==> config.mk <==
export PLATFORM = sky130hd
export DESIGN_NAME = fetch_unit
export DESIGN_NICKNAME = d
export VERILOG_FILES = /design/src/rtl/fetch_unit.sv
export SDC_FILE = /design/constraint.sdc
export NUM_CORES = 1
export LEC_CHECK = 0
export ABC_AREA = 0
export CAP_MARGIN = 20
export CORE_AREA = 2 2 110 191
export DETAILED_ROUTE_END_ITERATION = 7
export DIE_AREA = 0 0 112 193
export PLACE_DENSITY = 0.66
export RECOVER_POWER = 25
export SYNTH_ARGS = -nofsm -noshare
export SYNTH_HDL_FRONTEND = slang
export SYNTH_SLANG_ARGS = --single-unit
==> constraint.sdc <==
create_clock -name clk -period 4 [get_ports clk]
set_clock_uncertainty 0.2 [all_clocks]
set_input_delay 1 -clock clk [delete_from_list [all_inputs] [get_ports clk]]
set_output_delay 1 -clock clk [all_outputs]
set_load 0.01 [all_outputs]
==> src/rtl/fetch_unit.sv <==
// Decoupled instruction prefetcher: credit-limited fixed-latency imem fetch feeding
// a prefetch queue that drains to decode over valid/ready; redirect squashes everything.
module fetch_unit #(
   parameter int unsigned           ADDR_WIDTH  = 16,
   parameter int unsigned           INST_WIDTH  = 32,
   parameter int unsigned           QUEUE_DEPTH = 4,
   parameter int unsigned           MEM_LATENCY = 1,
   parameter logic [ADDR_WIDTH-1:0] RESET_PC    = '0
) (
   input  logic                           clk,
   input  logic                           reset,
   output logic                           imem_req,
   output logic [ADDR_WIDTH-1:0]          imem_addr,
   input  logic [INST_WIDTH-1:0]          imem_rdata,
   input  logic                           redirect,
   input  logic [ADDR_WIDTH-1:0]          redirect_pc,
   output logic                           inst_valid,
   input  logic                           inst_ready,
   output logic [INST_WIDTH-1:0]          inst,
   output logic [ADDR_WIDTH-1:0]          inst_pc,
   output logic [$clog2(QUEUE_DEPTH):0]   queue_count
);

   localparam int unsigned PTR_W = $clog2(QUEUE_DEPTH);
   localparam int unsigned CNT_W = PTR_W + 1;
   localparam int unsigned INF_W = $clog2(MEM_LATENCY + 1);
   localparam int unsigned OCC_W = ((CNT_W > INF_W) ? CNT_W : INF_W) + 1;

   logic [ADDR_WIDTH-1:0] fetch_pc_q, fetch_pc_d;
   logic [MEM_LATENCY-1:0] pipe_vld_q, pipe_vld_d;
   logic [ADDR_WIDTH-1:0] pipe_pc_q [MEM_LATENCY];
   logic [ADDR_WIDTH-1:0] pipe_pc_d [MEM_LATENCY];
   logic [INST_WIDTH-1:0] q_inst_q [QUEUE_DEPTH];
   logic [ADDR_WIDTH-1:0] q_pc_q   [QUEUE_DEPTH];
   logic [PTR_W-1:0]      head_q, head_d, tail_q, tail_d;
   logic [CNT_W-1:0]      count_q, count_d;
   logic [INF_W-1:0]      inflight;
   logic [OCC_W-1:0]      occupancy;
   logic                  issue, enq, enq_ok, deq, wr_en;

   // Outstanding requests: every valid pipe stage holds a queue credit.
   always_comb begin
      inflight = '0;
      for (int i = 0; i < int'(MEM_LATENCY); i++) begin
         inflight = inflight + INF_W'(pipe_vld_q[i]);
      end
   end

   assign occupancy = OCC_W'(count_q) + OCC_W'(inflight);
   assign issue     = !reset && !redirect && (occupancy < OCC_W'(QUEUE_DEPTH));
   assign enq       = pipe_vld_q[MEM_LATENCY-1];
   assign enq_ok    = enq && !redirect;
   assign wr_en     = enq_ok && !reset;
   assign deq       = inst_valid && inst_ready;

   assign imem_req    = issue;
   assign imem_addr   = fetch_pc_q;
   assign inst_valid  = !reset && (count_q != '0);
   assign inst        = q_inst_q[head_q];
   assign inst_pc     = q_pc_q[head_q];
   assign queue_count = reset ? '0 : count_q;

   // Next-state for fetch PC, in-flight pipe and queue pointers.
   always_comb begin
      fetch_pc_d = fetch_pc_q;
      head_d     = head_q;
      tail_d     = tail_q;
      count_d    = count_q;
      pipe_vld_d = '0;
      for (int i = 0; i < int'(MEM_LATENCY); i++) begin
         pipe_pc_d[i] = pipe_pc_q[i];
      end

      if (redirect) begin
         fetch_pc_d = redirect_pc;
         head_d     = '0;
         tail_d     = '0;
         count_d    = '0;
      end else begin
         pipe_vld_d[0] = issue;
         pipe_pc_d[0]  = fetch_pc_q;
         for (int i = 1; i < int'(MEM_LATENCY); i++) begin
            pipe_vld_d[i] = pipe_vld_q[i-1];
            pipe_pc_d[i]  = pipe_pc_q[i-1];
         end
         if (issue) begin
            fetch_pc_d = fetch_pc_q + ADDR_WIDTH'(1);
         end
         if (enq_ok) begin
            tail_d = tail_q + PTR_W'(1);
         end
         if (deq) begin
            head_d = head_q + PTR_W'(1);
         end
         case ({enq_ok, deq})
            2'b10:   count_d = count_q + CNT_W'(1);
            2'b01:   count_d = count_q - CNT_W'(1);
            default: count_d = count_q;
         endcase
      end
   end

   always_ff @(posedge clk) begin
      if (reset) begin
         fetch_pc_q <= RESET_PC;
         pipe_vld_q <= '0;
         head_q     <= '0;
         tail_q     <= '0;
         count_q    <= '0;
      end else begin
         fetch_pc_q <= fetch_pc_d;
         pipe_vld_q <= pipe_vld_d;
         head_q     <= head_d;
         tail_q     <= tail_d;
         count_q    <= count_d;
         for (int i = 0; i < int'(MEM_LATENCY); i++) begin
            pipe_pc_q[i] <= pipe_pc_d[i];
         end
      end
   end

   // Queue payload storage needs no reset; occupancy is tracked by the pointers.
   always_ff @(posedge clk) begin
      if (wr_en) begin
         q_inst_q[tail_q] <= imem_rdata;
         q_pc_q[tail_q]   <= pipe_pc_q[MEM_LATENCY-1];
      end
   end

   // The credit rule makes a write into a full queue unreachable.
   assert property (@(posedge clk) disable iff (reset)
      !(enq_ok && !deq && (count_q == CNT_W'(QUEUE_DEPTH))))
      else $error("fetch_unit: prefetch queue overflow");

endmodule
==> flow_summary.toml <==
[run_status]
outcome = "complete, no violations"

[worst_setup_path]
crit_type = "in -> out"
timing.critical_path.slowest_stage_cell = "clkdlybuf4s50_1"
crit_path_max_fanout = 2
crit_family = "buffers and inverters"
critPathArrivalTime_ns = 2.43
required_ns = 2.80
max_stage_delay_ns = 0.58
timing.critical_path.buf_inv = 2
worstSetupEndpointType = "output pin"
crit_chain = "clkdlybuf4s50_1 -> or2_0 -> nor2_1 -> clkdlybuf4s50_1"
timing.critical_path.from_type = "input pin"
timing.critical_path.mode_cell = "clkdlybuf4s50_1"

[placement]
dp_cells = 816
port_buffers = 120
place.detailed.hpwl_um = 10900
dpl_cell_area_mm2 = 0.0105
place_congestion = 0.823
placement.setup.worst_slack_ns = 0.341

[routing]
drt_drc_violations_left = 0
detail_route.wl_per_cell_um = 19.9
route.antenna.remaining_nets = 0
route.detailed.vias_per_inst = 5.45
detailed_router_iteration_count_before_antenna_repair = 4
dr_total_vias = 4647
drt_iter0_drcs = 255
routed_wl_um = 17000

[clock_network]
post_cts.resized_instances = 0
post-cts-setup-buffer-count = 0
clock_sink_count = 234
ctsRootBufferMaster = "clkbuf_16"
clk_latency_ns = 0.49
cts_tree = "done"
path_clk_slew_ns = 0.07
numCtsBuffers = 20
ctsLongestPathBuffers = 3
hold_buf_count_cts = 0
clock_tree.htree_level_count = 1

[sta]
min_period_over_period_pct = 90.7
maxClockFrequency_mhz = 276
maxSlewHeadroom_pct = 40.9
rsz_0062_raised_after_global_routing = "false"
finalMaxSlewViolations = 0
min_clock_period_post_route_ns = 3.63
final.hold.worst_slack_ns = 0.303
timing_worst_slew_pin_value_ns = 0.878
hold_viol = 0
tns_ns = 0
setup_slack_ns = 0.371
report.final.setup_viol = 0

[power_and_ir_drop]
powerDensity_mw_per_mm2 = 434
vdd_drop_max_mv = 0.323
cellLeakagePower_nw = 3.52

[synth]
sequential_element_share_of_the_synthesized_area_pct = 76.4
post_synth_inst_count = 449
syn_nets = 508
syn_area_mm2 = 0.00886
netlist-cell-type-count = 47
number_of_enable_type_register_cells_in_the_synthesized_netlist = 208
synthesis.area_per_instance_um2 = 19.7
ys_warnings = 0
synth-seq-cells = 234
synth_async_sr_flop_share_pct = 0
synth_top_flop_cell = "edfxtp_1"

[floorplan]
boundaryPins = 121
starting_utilization_of_the_core_area_pct = 43.8
rows = 69
placeableCoreArea_mm2 = 0.0202
die_height_um = 193
die-area_mm2 = 0.0216
dieWidth_um = 112

[grt]
antenna_found_initial = 1
wire_length_of_the_first_global_routing_pass_um = 26400
grt_max_degree = 30
grt-ovfl-total = 0
grt_pass1_vias = 4963
gr-usage-all-layers_pct = 15.5

[cells_and_area]
most_frequent_standard_cell_in_the_layout_excluding_fill_and_tap_cells = "edfxtp_1"
area_growth_pct = 25.2
finish.instance_area_mm2 = 0.0111
most-common-layout-cells = "edfxtp_1, clkdlybuf4s50_1, mux4_2"
final_net_count = 649
drive_above_1_share_pct = 17.7
final-instance-count-excl-fill = 852
fillers = 1622

[hold_path]
worstHoldPathType = "reg -> reg"

[flow_run]
timing.max_cap.violations = 0
==> cell families (layout without fill, tap and decap cells) <==
group / Yosys count / in the layout / share of synthesized area (%)
flops: 234 / 234 / 76.4
other cells: 0 / 1 / 0
fa+ha+maj: 7 / 7 / 1.07
xor+xnor: 7 / 7 / 0.692
mux: 54 / 54 / 12.9
compound gates: 30 / 30 / 2.29
buf+inv: 28 / 182 / 1.37
simple gates: 89 / 89 / 5.28
==> where the power goes <==
part	total, mW	leakage, nW	switching, mW	internal [mW]
Combinational	0.197	1.11	0.0860	0.111
Sequential	2.73	2.10	0.0366	2.69
Clock	1.89	0.313	0.807	1.08
Total	4.81	3.52	0.930	3.88
==> layout make-up <==
type	instances	area [um^2]	share of cell area, %
sequential	234	6770	61.0
multi-input combinational	187	1980	17.8
timing repair buffer	138	1360	12.3
clock buffer	22	529	4.77
tap	248	310	2.80
clock inverter	13	110	0.992
inverter	9	33.8	0.304
antenna	1	2.50	0.0226
==> cells in the mapped netlist (2+ instances only) <==
library cell / number / area share, %
nor4_1: 6 / 0.42
inv_1: 9 / 0.38
a211oi_1: 2 / 0.17
mux4_2: 48 / 12
a221oi_1: 2 / 0.20
a31oi_1: 4 / 0.28
mux2i_1: 4 / 0.45
buf_2: 7 / 0.40
and3_1: 6 / 0.42
nor3b_1: 4 / 0.34
nor3_1: 4 / 0.23
a22oi_1: 2 / 0.17
nand3_1: 10 / 0.56
a21oi_1: 10 / 0.56
a31o_2: 2 / 0.20
or3_1: 3 / 0.21
ha_1: 6 / 0.85
nand4_1: 2 / 0.14
nand2_1: 22 / 0.93
a21boi_0: 2 / 0.17
xnor2_1: 4 / 0.40
nor2_1: 20 / 0.85
clkbuf_1: 10 / 0.42
mux2_2: 2 / 0.25
edfxtp_1: 208 / 71
xor2_1: 3 / 0.30
dfxtp_1: 26 / 5.9
nand4b_1: 2 / 0.20
==> stage by stage <==
stage | power (mW) | util (%)
2_1_floorplan | 2.84 | -
3_3_place_gp | 2.97 | 51.7
3_5_place_dp | 2.98 | 51.7
4_1_cts | 4.86 | 54.9
5_1_grt | 4.97 | 54.9
6_report | 4.81 | 54.9
==> path summary, 6_finish.rpt <==
check | startpoint | to | slack [ns] | cells after the start
worst max-delay path | redirect | imem_req | 0.37 | 4
worst min-delay path | pipe_pc_q[0][7]$_DFFE_PP_ | q_pc_q[0][7]$_DFFE_PP_ | 0.30 | 0
worst max register to register | imem_addr[0]$_SDFFE_PP0P_ | imem_addr[10]$_SDFFE_PP0P_ | 1.54 | 5
worst min register to register | pipe_pc_q[0][7]$_DFFE_PP_ | q_pc_q[0][7]$_DFFE_PP_ | 0.30 | 0
==> per-layer routing <==
metal  global-route usage, %  part of all wire (%)  up-vias
met1                    18.1                    38     2368
li1                        -                     -     2107
met5                       0                     0        -
met2                    29.3                    55      146
met3                    2.50                   4.4       26
met4                    5.16                   2.5        0
==> worst reg2reg max path, stage by stage (launching register included) <==
cell and delay [ns]:
dfxtp_1 0.53, ha_1 0.34, nand2_1 0.09, nor4_1 0.67
mux2_2 0.41, nor3_1 0.15
==> sequential cells by signal (all words and copies together) (netlist names), named ones only <==
signal,cells
enq,1
imem_addr,16
q_pc_q,64
pipe_pc_q,16
q_inst_q,128
count_q,3
tail_q,2
head_q,2
No activity file was read; power rests on OpenSTA's default activity.
